[config.mk]
export PLATFORM = sky130hd
export DESIGN_NAME = spi_master_cfg_flat
export DESIGN_NICKNAME = d
export VERILOG_FILES = /design/src/rtl/spi_master_cfg_if.sv /design/src/rtl/spi_master_cfg.sv /design/src/flat_wrapper.sv
export SDC_FILE = /design/constraint.sdc
export NUM_CORES = 1
export LEC_CHECK = 0
export CAP_MARGIN = 0
export CORE_UTILIZATION = 50
export DETAILED_ROUTE_END_ITERATION = 7
export MAX_ROUTING_LAYER = met4
export PLACE_DENSITY = 0.84
export SLEW_MARGIN = 20
export SYNTH_ARGS = -nofsm -noshare
export SYNTH_HDL_FRONTEND = slang
export SYNTH_SLANG_ARGS = --single-unit
[constraint.sdc]
create_clock -name clk -period 2 [get_ports clk]
set_input_delay 0.5 -clock clk [delete_from_list [all_inputs] [get_ports clk]]
set_output_delay 0.5 -clock clk [all_outputs]
set_load 0.05 [all_outputs]
[src/rtl/spi_master_cfg_if.sv]
// Host-side and serial-side signal bundle for spi_master_cfg.
// The master modport is the SPI master's view; the slave modport is the environment's view.
interface spi_master_cfg_if #(
    parameter int WIDTH  = 8,
    parameter int NUM_CS = 4,
    parameter int DIV_W  = 8
);
    localparam int CS_W = (NUM_CS > 1) ? $clog2(NUM_CS) : 1;

    logic              start;
    logic [WIDTH-1:0]  data_in;
    logic [CS_W-1:0]   cs_sel;
    logic              cpol;
    logic              cpha;
    logic              lsb_first;
    logic [DIV_W-1:0]  clk_div;
    logic              miso;
    logic              sclk;
    logic              mosi;
    logic [NUM_CS-1:0] cs_n;
    logic [WIDTH-1:0]  data_out;
    logic              busy;
    logic              done;
    logic              cfg_err;

    modport master (
        input  start, data_in, cs_sel, cpol, cpha, lsb_first, clk_div, miso,
        output sclk, mosi, cs_n, data_out, busy, done, cfg_err
    );

    modport slave (
        output start, data_in, cs_sel, cpol, cpha, lsb_first, clk_div, miso,
        input  sclk, mosi, cs_n, data_out, busy, done, cfg_err
    );
endinterface

[src/rtl/spi_master_cfg.sv]
// Runtime-configurable SPI master: per-transfer mode, bit order, chip select and SCLK divider.
// Every output comes straight from a register; the FSM walks IDLE -> SETUP -> XFER -> HOLD.
module spi_master_cfg #(
    parameter int WIDTH  = 8,
    parameter int NUM_CS = 4,
    parameter int DIV_W  = 8
) (
    input  logic clk,
    input  logic rst_n,
    spi_master_cfg_if.master bus
);
    localparam int CS_W   = (NUM_CS > 1) ? $clog2(NUM_CS) : 1;
    localparam int EDGE_W = $clog2(2 * WIDTH + 1);
    localparam logic [EDGE_W-1:0] LAST_EDGE = EDGE_W'(2 * WIDTH);

    typedef enum logic [1:0] {IDLE, SETUP, XFER, HOLD} state_t;

    state_t             r_state;
    logic [WIDTH-1:0]   r_tx;
    logic [WIDTH-1:0]   r_rx;
    logic [WIDTH-1:0]   r_data_out;
    logic [CS_W-1:0]    r_cs_sel;
    logic               r_cpol;
    logic               r_cpha;
    logic               r_lsb;
    logic [DIV_W-1:0]   r_div;
    logic [DIV_W-1:0]   r_cnt;
    logic [EDGE_W-1:0]  r_edge;
    logic               r_sclk;
    logic               r_mosi;
    logic [NUM_CS-1:0]  r_cs_n;
    logic               r_busy;
    logic               r_done;
    logic               r_cfg_err;

    logic [31:0]        w_sel_idx;
    logic               w_cs_ok;
    logic [NUM_CS-1:0]  w_cs_low;
    logic               w_div_end;
    logic [EDGE_W-1:0]  w_edge_nx;
    logic               w_sample;
    logic               w_shift;

    function automatic logic first_bit(input logic [WIDTH-1:0] x, input logic lsb);
        return lsb ? x[0] : x[WIDTH-1];
    endfunction

    function automatic logic [WIDTH-1:0] shift_tx(input logic [WIDTH-1:0] x, input logic lsb);
        return lsb ? {1'b0, x[WIDTH-1:1]} : {x[WIDTH-2:0], 1'b0};
    endfunction

    function automatic logic [WIDTH-1:0] insert_rx(input logic [WIDTH-1:0] x, input logic b,
                                                   input logic lsb);
        return lsb ? {b, x[WIDTH-1:1]} : {x[WIDTH-2:0], b};
    endfunction

    // In IDLE the select decodes from the live input; afterwards only the latched copy counts.
    assign w_sel_idx = 32'((r_state == IDLE) ? bus.cs_sel : r_cs_sel);
    assign w_cs_ok   = (32'(bus.cs_sel) < 32'(NUM_CS));

    always_comb begin
        w_cs_low = '1;
        for (int i = 0; i < NUM_CS; i++) begin
            if (w_sel_idx == 32'(i)) w_cs_low[i] = 1'b0;
        end
    end

    assign w_div_end = (r_cnt == r_div);
    assign w_edge_nx = r_edge + EDGE_W'(1);
    // cpha=0 samples on odd (leading) edges; cpha=1 samples on even (trailing) edges.
    assign w_sample  = r_cpha ? ~w_edge_nx[0] : w_edge_nx[0];
    assign w_shift   = r_cpha ? w_edge_nx[0] : (~w_edge_nx[0] && (w_edge_nx != LAST_EDGE));

    always_ff @(posedge clk or negedge rst_n) begin
        if (!rst_n) begin
            r_state    <= IDLE;
            r_tx       <= '0;
            r_rx       <= '0;
            r_data_out <= '0;
            r_cs_sel   <= '0;
            r_cpol     <= 1'b0;
            r_cpha     <= 1'b0;
            r_lsb      <= 1'b0;
            r_div      <= '0;
            r_cnt      <= '0;
            r_edge     <= '0;
            r_sclk     <= 1'b0;
            r_mosi     <= 1'b0;
            r_cs_n     <= '1;
            r_busy     <= 1'b0;
            r_done     <= 1'b0;
            r_cfg_err  <= 1'b0;
        end else begin
            r_done    <= 1'b0;
            r_cfg_err <= 1'b0;
            case (r_state)
                IDLE: begin
                    r_sclk <= bus.cpol;
                    r_mosi <= 1'b0;
                    if (bus.start && w_cs_ok) begin
                        r_state  <= SETUP;
                        r_busy   <= 1'b1;
                        r_cs_n   <= w_cs_low;
                        r_cs_sel <= bus.cs_sel;
                        r_cpol   <= bus.cpol;
                        r_cpha   <= bus.cpha;
                        r_lsb    <= bus.lsb_first;
                        r_div    <= bus.clk_div;
                        r_cnt    <= '0;
                        r_edge   <= '0;
                        r_rx     <= '0;
                        // With cpha=0 the first bit must already be on mosi before edge 1.
                        r_mosi   <= bus.cpha ? 1'b0 : first_bit(bus.data_in, bus.lsb_first);
                        r_tx     <= bus.cpha ? bus.data_in : shift_tx(bus.data_in, bus.lsb_first);
                    end else if (bus.start) begin
                        r_cfg_err <= 1'b1;
                    end
                end
                SETUP, XFER: begin
                    r_cs_n <= w_cs_low;
                    if (w_div_end) begin
                        r_cnt <= '0;
                        if (r_state == XFER && r_edge == LAST_EDGE) begin
                            r_state <= HOLD;
                        end else begin
                            r_state <= XFER;
                            r_edge  <= w_edge_nx;
                            r_sclk  <= ~r_sclk;
                            if (w_sample) r_rx <= insert_rx(r_rx, bus.miso, r_lsb);
                            if (w_shift) begin
                                r_mosi <= first_bit(r_tx, r_lsb);
                                r_tx   <= shift_tx(r_tx, r_lsb);
                            end
                        end
                    end else begin
                        r_cnt <= r_cnt + DIV_W'(1);
                    end
                end
                HOLD: begin
                    if (w_div_end) begin
                        r_state    <= IDLE;
                        r_busy     <= 1'b0;
                        r_cs_n     <= '1;
                        r_done     <= 1'b1;
                        r_data_out <= r_rx;
                        r_sclk     <= r_cpol;
                        r_mosi     <= 1'b0;
                        r_cnt      <= '0;
                    end else begin
                        r_cnt <= r_cnt + DIV_W'(1);
                    end
                end
                default: r_state <= IDLE;
            endcase
        end
    end

    assign bus.sclk     = r_sclk;
    assign bus.mosi     = r_mosi;
    assign bus.cs_n     = r_cs_n;
    assign bus.data_out = r_data_out;
    assign bus.busy     = r_busy;
    assign bus.done     = r_done;
    assign bus.cfg_err  = r_cfg_err;
endmodule

[src/flat_wrapper.sv]
// flat-port wrapper written by rule: the top's interface ports become plain ports
module spi_master_cfg_flat 
#(
    parameter int WIDTH  = 8,
    parameter int NUM_CS = 4,
    parameter int DIV_W  = 8
)
  (clk, rst_n, bus_start, bus_data_in, bus_cs_sel, bus_cpol, bus_cpha, bus_lsb_first, bus_clk_div, bus_miso, bus_sclk, bus_mosi, bus_cs_n, bus_data_out, bus_busy, bus_done, bus_cfg_err);
  spi_master_cfg_if #(.WIDTH(WIDTH), .NUM_CS(NUM_CS), .DIV_W(DIV_W)) bus_i ();
  input  logic clk;
  input  logic rst_n;
  input wire logic [$bits(bus_i.start)-1:0] bus_start;
  input wire logic [$bits(bus_i.data_in)-1:0] bus_data_in;
  input wire logic [$bits(bus_i.cs_sel)-1:0] bus_cs_sel;
  input wire logic [$bits(bus_i.cpol)-1:0] bus_cpol;
  input wire logic [$bits(bus_i.cpha)-1:0] bus_cpha;
  input wire logic [$bits(bus_i.lsb_first)-1:0] bus_lsb_first;
  input wire logic [$bits(bus_i.clk_div)-1:0] bus_clk_div;
  input wire logic [$bits(bus_i.miso)-1:0] bus_miso;
  output wire logic [$bits(bus_i.sclk)-1:0] bus_sclk;
  output wire logic [$bits(bus_i.mosi)-1:0] bus_mosi;
  output wire logic [$bits(bus_i.cs_n)-1:0] bus_cs_n;
  output wire logic [$bits(bus_i.data_out)-1:0] bus_data_out;
  output wire logic [$bits(bus_i.busy)-1:0] bus_busy;
  output wire logic [$bits(bus_i.done)-1:0] bus_done;
  output wire logic [$bits(bus_i.cfg_err)-1:0] bus_cfg_err;
  assign bus_i.start = bus_start;
  assign bus_i.data_in = bus_data_in;
  assign bus_i.cs_sel = bus_cs_sel;
  assign bus_i.cpol = bus_cpol;
  assign bus_i.cpha = bus_cpha;
  assign bus_i.lsb_first = bus_lsb_first;
  assign bus_i.clk_div = bus_clk_div;
  assign bus_i.miso = bus_miso;
  assign bus_sclk = bus_i.sclk;
  assign bus_mosi = bus_i.mosi;
  assign bus_cs_n = bus_i.cs_n;
  assign bus_data_out = bus_i.data_out;
  assign bus_busy = bus_i.busy;
  assign bus_done = bus_i.done;
  assign bus_cfg_err = bus_i.cfg_err;
  spi_master_cfg #(.WIDTH(WIDTH), .NUM_CS(NUM_CS), .DIV_W(DIV_W)) u_core (.clk(clk), .rst_n(rst_n), .bus(bus_i));
endmodule
==> results.env <==
SETUP.REG_TO_REG.WORST_SLACK_PS=70
SYNTHESIZED_AREA_PER_CELL_UM2=10.60
HOLD_VIOLATIONS=0
BOUNDARYPINS=42
DESIGN.CORE.AREA_UM2=6422
GRT_USE_MET1=0.2957
SYNTH_ASYNC_SR_FLOP_SHARE=1.000
CRITPATHMAXFANOUT=14
CRITICAL_PATH.CELL_CHAIN='inv_2 > ha_4 > nand4b_1 > o21ai_2 > a211o_1 > buf_12 > mux2_4'
SYNTHTOLAYOUTAREAGROWTH_PCT=27.64
GLOBAL_ROUTE.OVERFLOW_TOTAL=0
YOSYS-TOP-CELLS-AREA='sky130_fd_sc_hd__dfrtp_1, sky130_fd_sc_hd__mux2i_1, sky130_fd_sc_hd__mux2_2, sky130_fd_sc_hd__mux2_4, sky130_fd_sc_hd__dfstp_2'
POST-ROUTE-DRC-COUNT=0
TOTAL_OF_WARNINGS_RAISED_BY_YOSYS=0
WORSTHOLDPATHTYPE='input port to async pin'
DIE_OUTLINE_AREA_UM2=7097
VIA_PER_INST=5.836
POST_CTS_HOLD_BUFFER_COUNT=0
CTS.PATH.MAX_BUFFERS=2
FINALSETUPVIOLATIONS=0
FINALNETCOUNT=414
GP_CONGESTION=0.8788
SKEW_PS=6.291
INITIAL_CORE_UTIL=0.5266
CP_DATA_REQUIRED_TIME_PS=2220
CRITPATHLAUNCHTYPE='flop'
CLOCK-SINKS=60
WORSTSETUPENDPOINTTYPE='flop'
MAXCAPVIOLCOUNT=0
FMAXACHIEVABLE_MHz=516.9
FINAL.SETUP.WORST_SLACK_PS=65.21
ROUTE.DETAILED.WL_PER_INST_UM=15.79
CP.ARRIVAL_PS=2150
SYNTH.NET_COUNT=351
CLOCK_TREE.ROOT_CELL='sky130_fd_sc_hd__clkbuf_8'
MAX-VDD-IR-DROP_mV=1.003
GLOBALROUTETOTALUTIL=0.2316
POSTSYNTHREGISTERBITS=60
RSZ0062_AT_GRT='yes'
PRECTSSETUPSLACK_PS=-136.4
CRITPATHSLOWESTCELL='sky130_fd_sc_hd__dfrtp_1'
CLK_PIN_SLEW_PS=70
FP-ROW-COUNT=29
GRT_PASS1_WL_UM=12660
YOSYS_MOST_USED_DFF='sky130_fd_sc_hd__dfrtp_1'
CP-STARTPOINT='u_core.r_state[0]'
RUN_STATUS='finished clean'
DIE-HEIGHT_UM=84.25
MIN_HOLD_SLACK_PS=164.7
DIE_WD_UM=84.25
SYNTH.LIB_CELLS_USED.DISTINCT=47
DETAILED_PLACE_HPWL_UM=4988
GLOBAL_ROUTE.PEAK_USAGE_LAYER='met2'
TOTAL_WIRE_LENGTH_UM=7325
DRT.ANTENNA.VIOLATING_NETS=0
TIMING_MAX_TRANSITION_VIOLATIONS_FINAL=0
CTSHTREEMAXLEVEL=3
WORSTREG2REGSTART='u_core.r_state[0]'
CRITICAL_PATH.REG2REG.ENDPOINT='u_core.r_tx[4]'
POWER_DENSITY_nW_PER_UM2=1736
SYNTH.TOP_CELL.AREA_SHARE=0.4144
CRIT_PATH_END='u_core.r_tx[4]'
CLOCK_LATENCY_PS=340
CRITICAL_PATH_CLASS='flop to flop'
GROUTE.LAYER.MET2.USAGE=0.3599
TIMING.FINAL.CRIT_SHARE=0.9674
GRT_START_MAX_NET_PINS=61
NETLIST_AREA_UM2=3382
R2R_CELLS=7
POWER_LEAKAGE_uW=0.002059
CTS_TREE='built'
N_ANTENNA_CELL=0
NUMBER_OF_GLOBAL_ROUTE_VIAS_BEFORE_REPAIR=2660
GRT.MET3_USAGE=0.04326
SEQ_AREA_FRAC_SYNTH=0.4454
ANTENNA_VIOLATIONS_BEFORE_REPAIR=0
NUM_VIAS=2708
EDFF_COUNT_SYNTH=0
SYNTHESIS.INSTANCES=319
SYNTH_TOP_CELL_BY_AREA='sky130_fd_sc_hd__dfrtp_1'
FINAL.MIN_CLOCK_PERIOD_PS=1935
CRITPATHMAXSTAGEDELAY_PS=370
FINAL_LAYOUT_SIZE_SUFFIX_GT1_FRAC=0.2920
NUMPORTBUFFERS=40
DETAIL_ROUTE.ITER0.VIOLATIONS=194
DRT_PRE_ANTENNA_ITERS=4
CTS_INSERTED_BUFFERS=9
-- synthesized netlist by cell type (all sizes together) (5+ instances only) --
cell type	n
nor2	18
nand4	5
buf	9
nand2b	8
nand2	21
dfrtp	56
a211oi	6
o21ai	11
a2bb2oi	5
mux2i	27
xor2	9
nand3	16
ha	7
mux2	34
a21oi	20
clkbuf	12
o311ai	8
inv	10
-- where the power goes --
| group | total (uW) | leakage, uW | switching, uW | internal (uW) |
|---|---|---|---|---|
| clock network | 1350 | 0.000122 | 488 | 861 |
| logic | 4040 | 0.00120 | 2150 | 1890 |
| registers | 2100 | 0.000734 | 391 | 1710 |
-- sequential cells by signal, indices dropped and copies added, names as in the netlist --
register	cells
u_core.bus.data_out	8
u_core.r_cnt	8
u_core.r_div	8
u_core.r_rx	8
u_core.r_tx	8
u_core.r_edge	5
u_core.bus.cs_n	4
u_core.r_cs_sel	2
u_core.r_state	2
u_core.bus.busy	1
u_core.bus.done	1
u_core.bus.mosi	1
u_core.bus.sclk	1
u_core.r_cpha	1
u_core.r_cpol	1
u_core.r_lsb	1
-- through the flow --
step | setup TNS (ps) | total power [uW] | cell area (um^2) | instances | util
floorplan | 0 | 4864 | 3411 | 319 | -
global placement | -1084 | 5786 | 4009 | 445 | 0.6242
detailed placement | -1619 | 5934 | 4009 | 445 | 0.6242
CTS | 0 | 7315 | 4255 | 461 | 0.6626
global route | -153.8 | 7970 | 4317 | 464 | 0.6721
finish | 0 | 7494 | 4317 | 464 | 0.6721
-- repair_timing --
item	CTS	global route
resized for setup	2	8
endpoints found under the setup margin	2	31
pin swaps	0	3
buffers inserted	0	3
-- layout make-up --
type,instances,area [um^2]
clock buffers,10,137.6
clock inverters,6,111.4
fillers,439,2106
inverters,10,37.54
multi-input cells,228,1797
flip-flops and latches,60,1506
well taps,77,96.34
repair buffers,73,630.6
-- worst min-delay path by stage --
| stage | end | slack (ps) | cells past startpoint |
|---|---|---|---|
| CTS | u_core.bus.done | 170 | 2 |
| global placement | u_core.bus.data_out[3] | 480 | 1 |
| floorplan | u_core.bus.busy | 200 | 0 |
| detailed placement | u_core.bus.data_out[7] | 480 | 1 |
| finish | u_core.r_div[1] | 160 | 2 |
| global route | u_core.r_div[1] | 170 | 2 |
-- kinds of logic (layout without fill, tap and decap cells) --
kind of cell               count (synthesis)  after routing  synth area share
and+or+nand+nor                           85             85            0.1343
buffers and inverters                     31             99           0.03959
DFF                                       60             60            0.4454
adders and majority gates                  7              7           0.02590
other                                      1              1          0.001109
muxes                                     61             61            0.2020
xor gates and xnor gates                   9              9           0.02331
AOI/OAI and AO/OA                         65             65            0.1284
-- critical path: cells and delay by family, from the launching register on --
kind | cells | cell delay [ps]
compound gates | 2 | 410
fa+ha+maj | 1 | 350
buf+inv | 2 | 220
flops | 1 | 370
mux | 1 | 290
simple gates | 1 | 170
-- cells in the final DEF, fill, tap and decap left out, types with 3 or more instances in the layout --
cell type                         count
sky130_fd_sc_hd__nand4_1              5
sky130_fd_sc_hd__o21ai_0              9
sky130_fd_sc_hd__a22o_1               4
sky130_fd_sc_hd__clkbuf_8            10
sky130_fd_sc_hd__nand2_1             19
sky130_fd_sc_hd__a21oi_1             20
sky130_fd_sc_hd__o311ai_2             3
sky130_fd_sc_hd__bufinv_16            3
sky130_fd_sc_hd__dfstp_2              4
sky130_fd_sc_hd__ha_1                 6
sky130_fd_sc_hd__nor2b_1              3
sky130_fd_sc_hd__xor2_1               9
sky130_fd_sc_hd__mux2i_1             27
sky130_fd_sc_hd__nand3_1             16
sky130_fd_sc_hd__mux2_4               8
sky130_fd_sc_hd__clkdlybuf4s50_1     23
sky130_fd_sc_hd__inv_1                8
sky130_fd_sc_hd__nand2b_1             8
sky130_fd_sc_hd__mux2_1               3
sky130_fd_sc_hd__dfrtp_1             56
sky130_fd_sc_hd__a211oi_1             6
sky130_fd_sc_hd__o31ai_1              3
sky130_fd_sc_hd__mux2_2              23
sky130_fd_sc_hd__buf_4               45
sky130_fd_sc_hd__nor2_1              18
sky130_fd_sc_hd__o311ai_1             5
sky130_fd_sc_hd__a2bb2oi_1            5
-- metal layers --
metal	wire, um	vias to the layer above
met2	3512	87
li1	-	1285
met5	0	-
met4	158	0
met3	378	16
met1	3276	1320
(Power assumes the default switching activity.)
==> edit 1: new RTL, config.mk and constraints unchanged <==
`NUM_CS` is set to 4 in 3 places; all go to 2.
--- a/src/rtl/spi_master_cfg_if.sv
+++ b/src/rtl/spi_master_cfg_if.sv
@@ -2,7 +2,7 @@
 // The master modport is the SPI master's view; the slave modport is the environment's view.
 interface spi_master_cfg_if #(
     parameter int WIDTH  = 8,
-    parameter int NUM_CS = 4,
+    parameter int NUM_CS = 2,
     parameter int DIV_W  = 8
 );
     localparam int CS_W = (NUM_CS > 1) ? $clog2(NUM_CS) : 1;
--- a/src/rtl/spi_master_cfg.sv
+++ b/src/rtl/spi_master_cfg.sv
@@ -2,7 +2,7 @@
 // Every output comes straight from a register; the FSM walks IDLE -> SETUP -> XFER -> HOLD.
 module spi_master_cfg #(
     parameter int WIDTH  = 8,
-    parameter int NUM_CS = 4,
+    parameter int NUM_CS = 2,
     parameter int DIV_W  = 8
 ) (
     input  logic clk,
--- a/src/flat_wrapper.sv
+++ b/src/flat_wrapper.sv
@@ -2,7 +2,7 @@
 module spi_master_cfg_flat 
 #(
     parameter int WIDTH  = 8,
-    parameter int NUM_CS = 4,
+    parameter int NUM_CS = 2,
     parameter int DIV_W  = 8
 )
   (clk, rst_n, bus_start, bus_data_in, bus_cs_sel, bus_cpol, bus_cpha, bus_lsb_first, bus_clk_div, bus_miso, bus_sclk, bus_mosi, bus_cs_n, bus_data_out, bus_busy, bus_done, bus_cfg_err);
Ports: changed (resized bus_cs_n and bus_cs_sel); port bits go from 42 to 39. No check against the original RTL was run, so the function may have changed too.
==> edit 1 against the original RTL <==
- clock skew rose by 0.0038 ns
- setup slack worse by 0.032 ns
- synthesized area shrank 4.3%
- cell area decreased by 3.6%
- count of clock-buffer cells in the layout increased by 4
- routed wire length grew 3.2%
- sequential cell count shrank 3
- sequential share of layout area fell by 0.52 points
- critical path type unchanged
- critical endpoint is now u_core.r_tx[5]
Power is left out: it rests on default switching activity, and per cell area and clock period it moved more than threefold.
==> edit 1: results (changes against the original RTL) <==
Synth
The main flop type after synthesis is sky130_fd_sc_hd__dfrtp_1 (unchanged). The synthesized net count is 330 (was 351). The sequential share of the synthesized area is 44.14% (was 44.54%).

The proportion of synthesized flip-flops having asynchronous set or reset was 100.0% (unchanged). The total number of yosys warnings is 0 (unchanged). Most frequent cells after synthesis: sky130_fd_sc_hd__dfrtp_1, sky130_fd_sc_hd__mux2i_1, sky130_fd_sc_hd__mux2_2 (unchanged). The unique cell type count in the Yosys netlist is 48 (was 47). Leading post-synthesis cells by cell area: sky130_fd_sc_hd__dfrtp_1, sky130_fd_sc_hd__mux2_2, sky130_fd_sc_hd__mux2i_1, sky130_fd_sc_hd__mux2_4, sky130_fd_sc_hd__a21oi_1 (was sky130_fd_sc_hd__dfrtp_1, sky130_fd_sc_hd__mux2i_1, sky130_fd_sc_hd__mux2_2, sky130_fd_sc_hd__mux2_4, sky130_fd_sc_hd__dfstp_2).

The number of standard cells after synthesis was 299 (was 319).

STA
The total negative setup slack is 0 ns (unchanged). The worst clock skew on the final layout is 0.01005 ns (was 0.006291 ns). At the pin with the least slew margin, the transition time is 0.5119 ns.

Placed design
The detailed-placement wirelength estimate is 4985 um (was 4988 um). The number of input and output port buffers inserted is 37 (was 40). The number of cells in the design after placement was 426 (was 445). The routability congestion estimate came to 0.8387 (was 0.8788).

Global route
The global-route wire length before repair is 12,080 um (was 12,660 um). The global-route usage over all layers is 24.95% (was 23.16%). The largest net degree at the start of global routing was 58 (was 61). The number of global-route vias before repair is 2,531 (was 2,660). The number of antenna violations at the first check in global routing is 0 (unchanged).

Min path
The classification of the worst-slack hold path is input pin to asynchronous set/reset pin (unchanged).

Clock tree
The clock insertion delay at the later pin of the skew report was 0.34 ns (about the same). The buffer cell driving the clock tree root is sky130_fd_sc_hd__clkbuf_8 (unchanged). The CTS buffer count is 9 (unchanged). The number of H-tree branching levels is 3 (unchanged). The maximum buffer depth of the clock tree is 2 (unchanged). The clock transition at the registers of the reported paths is 0.07 ns (about the same).

Worst setup path
The maximum net fanout on the critical path is 8 (was 14). The arrival time of the worst setup path is 2.19 ns (was 2.15 ns).

Route
The number of iterations in the first detailed-routing pass is 5 (was 4). The routed wire length came to 7563 um (was 7325 um). The initial detailed-routing violation count is 234 (was 194). The via total after detailed routing is 2,570 (was 2,708).

The routed wirelength normalized by instance count was 17.00 um (was 15.79 um). The number of nets with antenna violations after detailed routing came to 0 (unchanged).

Outcome
Status: complete, no violations (unchanged).

Final layout
The count of inserted antenna diode cells is 0 (unchanged). The share of layout cells above drive strength 1 came to 31.62% (was 29.20%). The final layout net count is 396 (was 414). The fill cell total of the finished layout is 458 (was 439).
## edit 1: worst paths after layout
kind                                        start                endpoint  slack [ns]  cells past startpoint
min reg2reg                u_core.bus.data_out[5]  u_core.bus.data_out[5]        0.51                      1
min in group clk           u_core.bus.data_out[5]  u_core.bus.data_out[5]        0.51                      1
max reg2reg                       u_core.r_cnt[2]          u_core.r_tx[5]        0.03                      6
max in group asynchronous                   rst_n      u_core.bus.cs_n[1]        1.55                      2
max                               u_core.r_cnt[2]          u_core.r_tx[5]        0.03                      6
min                                         rst_n         u_core.r_cnt[2]        0.16                      2
## edit 1: cell families (layout without fill, tap and decap cells)
family	Yosys count	in the layout	synth area share, %
AOI/OAI and AO/OA	60	60	12.95
xor gates and xnor gates	10	10	2.706
adders and majority gates	7	7	2.706
buffers and inverters	25	96	3.247
DFF	57	57	44.14
muxes	59	59	20.45
other	1	1	0.1159
and+or+nand+nor	80	80	13.68
## edit 1: stage by stage
stage                     worst slack (ns)  utilization [%]  area, um2
after floorplan                   -0.03734                -       3277
after global placement             -0.1346            63.71       3884
after detailed placement           -0.2269            63.71       3884
after CTS                          0.01138            67.36       4106
after global routing              -0.02575            68.25       4160
final                              0.03332            68.25       4160
## edit 1: area by class of cell
type / count / share of cell area, %
Multi-Input combinational cell: 217 / 42.35
Timing Repair Buffer: 73 / 15.40
Clock inverter: 2 / 0.8421
Sequential cell: 57 / 34.38
Inverter: 7 / 0.6316
Clock buffer: 14 / 4.150
Tap cell: 75 / 2.256
## edit 1: repair_timing
item,in CTS,in global routing
gates cloned,0,0
endpoints found under the setup margin,24,26
pin swaps,2,2
resized for setup,4,6
setup buffers,0,3
## edit 1: worst max-delay path, stage by stage, from the launching register on
cell,delay (ns)
sky130_fd_sc_hd__dfrtp_2,0.44
sky130_fd_sc_hd__xor2_1,0.19
sky130_fd_sc_hd__nor4_4,0.37
sky130_fd_sc_hd__nand2_4,0.12
sky130_fd_sc_hd__a211oi_4,0.25
sky130_fd_sc_hd__buf_12,0.17
sky130_fd_sc_hd__mux2_4,0.30
## edit 1: metal layers
metal | wire (um) | global-route usage, %
met5 | 0 | -
met2 | 3518 | 37.52
met4 | 114 | 11.05
met3 | 391 | 4.176
met1 | 3538 | 33.17
==> edit 2: new RTL, config.mk and constraints unchanged <==
Without the edit above. Encoding of `state_t`: now one-hot (4 bits for 4 states).
--- a/src/rtl/spi_master_cfg.sv
+++ b/src/rtl/spi_master_cfg.sv
@@ -13,7 +13,7 @@
     localparam int EDGE_W = $clog2(2 * WIDTH + 1);
     localparam logic [EDGE_W-1:0] LAST_EDGE = EDGE_W'(2 * WIDTH);
 
-    typedef enum logic [1:0] {IDLE, SETUP, XFER, HOLD} state_t;
+    typedef enum logic [3:0] {IDLE = 4'b0001, SETUP = 4'b0010, XFER = 4'b0100, HOLD = 4'b1000} state_t;
 
     state_t             r_state;
     logic [WIDTH-1:0]   r_tx;
Function: same outputs for any inputs over 10 cycles, from zero or initial values and one cycle with rst_n low; not proved beyond that.
==> edit 2 against the original RTL <==
- cell area is 1.2% lower
- critical path depth increased by 1
- routed wire length rose by 4.9%
- first-iteration DRC count fell by 21%
- synthesized area grew 2.3%
- setup slack worse by 0.019 ns
- sequential cell count increased by 2
Power is left out: it rests on default switching activity, and per cell area and clock period it moved more than threefold.
==> edit 2: results (changes against the original RTL) <==
Outcome
Status: complete, no violations (unchanged).

Placed design
The number of cells in the design after placement is 442 (was 445). The placement-stage cell area is 0.004035 mm2 (was 0.004009 mm2). The routability congestion estimate is 0.8566 (was 0.8788). The detailed-placement wirelength estimate was 5365 um (was 4988 um).

Worst setup path
The maximum net fanout on the critical path was 8 (was 14). The delay of the slowest cell on the worst path was 0.41 ns (was 0.37 ns). The worst setup slack for register-to-register paths is 0.05 ns (was 0.07 ns).

The slowest cell on the critical path is sky130_fd_sc_hd__dfrtp_2 (was sky130_fd_sc_hd__dfrtp_1). The arrival time of the worst setup path is 2.17 ns (was 2.15 ns). The depth of the worst register-to-register path is 8 (was 7). The startpoint of the worst-slack reg-to-reg timing path is u_core.r_edge[1] (was u_core.r_state[0]). The start point of the critical path is u_core.r_edge[1] (was u_core.r_state[0]).

The endpoint of the lowest-slack register-to-register path is u_core.r_tx[3] (was u_core.r_tx[4]).

Global route
The number of antenna violations at the first check in global routing is 0 (unchanged). The global-route wire length before repair is 12,760 um (was 12,660 um). The global-route usage over all layers is 23.22% (was 23.16%). The number of global-route vias before repair is 2,636 (was 2,660). The largest net degree at the start of global routing was 47 (was 61).

Synth
The total number of yosys warnings was 0 (unchanged). The unique cell type count in the Yosys netlist is 57 (was 47). The synthesized net count is 346 (was 351). Leading post-synthesis cells by cell area: sky130_fd_sc_hd__dfrtp_1, sky130_fd_sc_hd__mux2_1, sky130_fd_sc_hd__mux2i_1, sky130_fd_sc_hd__dfstp_2, sky130_fd_sc_hd__mux2_4 (was sky130_fd_sc_hd__dfrtp_1, sky130_fd_sc_hd__mux2i_1, sky130_fd_sc_hd__mux2_2, sky130_fd_sc_hd__mux2_4, sky130_fd_sc_hd__dfstp_2). Most frequent cells after synthesis: sky130_fd_sc_hd__dfrtp_1, sky130_fd_sc_hd__nand2_1, sky130_fd_sc_hd__mux2_1 (was sky130_fd_sc_hd__dfrtp_1, sky130_fd_sc_hd__mux2i_1, sky130_fd_sc_hd__mux2_2). The sequential share of the synthesized area was 45.03% (was 44.54%). The per-instance average area after synthesis is 10.88 um2 (was 10.60 um2). The main flop type after synthesis is sky130_fd_sc_hd__dfrtp_1 (unchanged). The proportion of synthesized flip-flops having asynchronous set or reset came to 100.0% (unchanged).

Route
The number of nets with antenna violations after detailed routing is 0 (unchanged). The routed wire length is 7685 um (was 7325 um). The routed wirelength normalized by instance count is 16.67 um (was 15.79 um). The number of iterations in the first detailed-routing pass was 6 (was 4). The initial detailed-routing violation count is 154 (was 194). The via total after detailed routing is 2,697 (was 2,708).

Min path
The classification of the worst-slack hold path is input pin to asynchronous set/reset pin (unchanged).

STA
The clock period minus final worst setup slack came to 1.954 ns (was 1.935 ns). The worst clock skew on the final layout is 0.01478 ns (was 0.006291 ns).

Final layout
The share of layout cells above drive strength 1 is 23.18% (was 29.20%). The final layout net count is 407 (was 414).

Clock tree
The number of H-tree branching levels came to 3 (unchanged). The buffer cell driving the clock tree root is sky130_fd_sc_hd__clkbuf_8 (unchanged). The clock transition at the registers of the reported paths is 0.07 ns (about the same).
edit 2: changes by cell type after synthesis, moves of 8 or more:
cell	delta
sky130_fd_sc_hd__mux2_1	+22
sky130_fd_sc_hd__nand2_1	+9
sky130_fd_sc_hd__a21oi_1	-9
sky130_fd_sc_hd__nor2_1	-10
sky130_fd_sc_hd__o311ai_1	-8
sky130_fd_sc_hd__mux2_2	-20
sky130_fd_sc_hd__nand3_1	-10
edit 2: metal layers:
layer	vias to the layer above	global-route usage [%]	part of all wire, %
li1	1273	-	-
met1	1340	31.38	48
met2	69	35.26	47
met3	15	4.572	4.1
met4	0	7.704	1.3
met5	-	-	0
edit 2: repair_timing:
action	in CTS	in global routing
setup endpoints to repair	18	48
buffers inserted	1	2
gates cloned	0	0
resized for setup	5	10
edit 2: final cells by class:
cell class / count / area, um2
clock buffer: 10 / 127.6
fill: 493 / 2265
tap: 77 / 96.34
sequential: 62 / 1565
inverter: 9 / 33.78
timing repair buffer: 67 / 580.6
clock inverter: 6 / 63.81
multi-input combinational: 230 / 1799
edit 2: through the flow:
stage	worst slack (ns)	util, %
2_1_floorplan	0.02754	-
3_5_place_dp	-0.09616	61.78
6_report	0.04637	65.33
5_1_grt	-0.01952	65.33
3_3_place_gp	-0.02819	61.78
4_1_cts	0.02610	64.81
edit 2: cells by family (layout without fill, tap and decap cells):
logic type               Yosys count  count (layout)  share of synthesized area (%)
AND/OR/NAND/NOR                   79              79                          13.27
AO/OA/AOI/OAI                     75              75                          14.68
flip-flops                        62              62                          45.03
multiplexers                      58              58                          18.95
buffers and inverters             26              92                          3.327
XOR/XNOR                          14              14                          3.544
adder cells (fa/ha/maj)            3               3                          1.085
other                              1               1                         0.1084
edit 2: how the worst min path moves through the flow:
stage	depth (start not counted)	to	start	slack, ns
after detailed placement	1	u_core.r_cnt[1]	rst_n	0.45
after global routing	1	u_core.r_div[3]	rst_n	0.10
final	1	u_core.r_cnt[1]	rst_n	0.08
after global placement	1	u_core.r_cnt[1]	rst_n	0.45
after CTS	1	u_core.r_div[3]	rst_n	0.08
after floorplan	0	u_core.bus.busy	rst_n	0.20
edit 2: critical path, delay by kind of cell (launching register included):
family	cells	cell delay, ns
AO/OA/AOI/OAI	2	0.29
flip-flops	1	0.41
adder cells (fa/ha/maj)	1	0.17
AND/OR/NAND/NOR	2	0.42
buffers and inverters	2	0.20
multiplexers	1	0.34
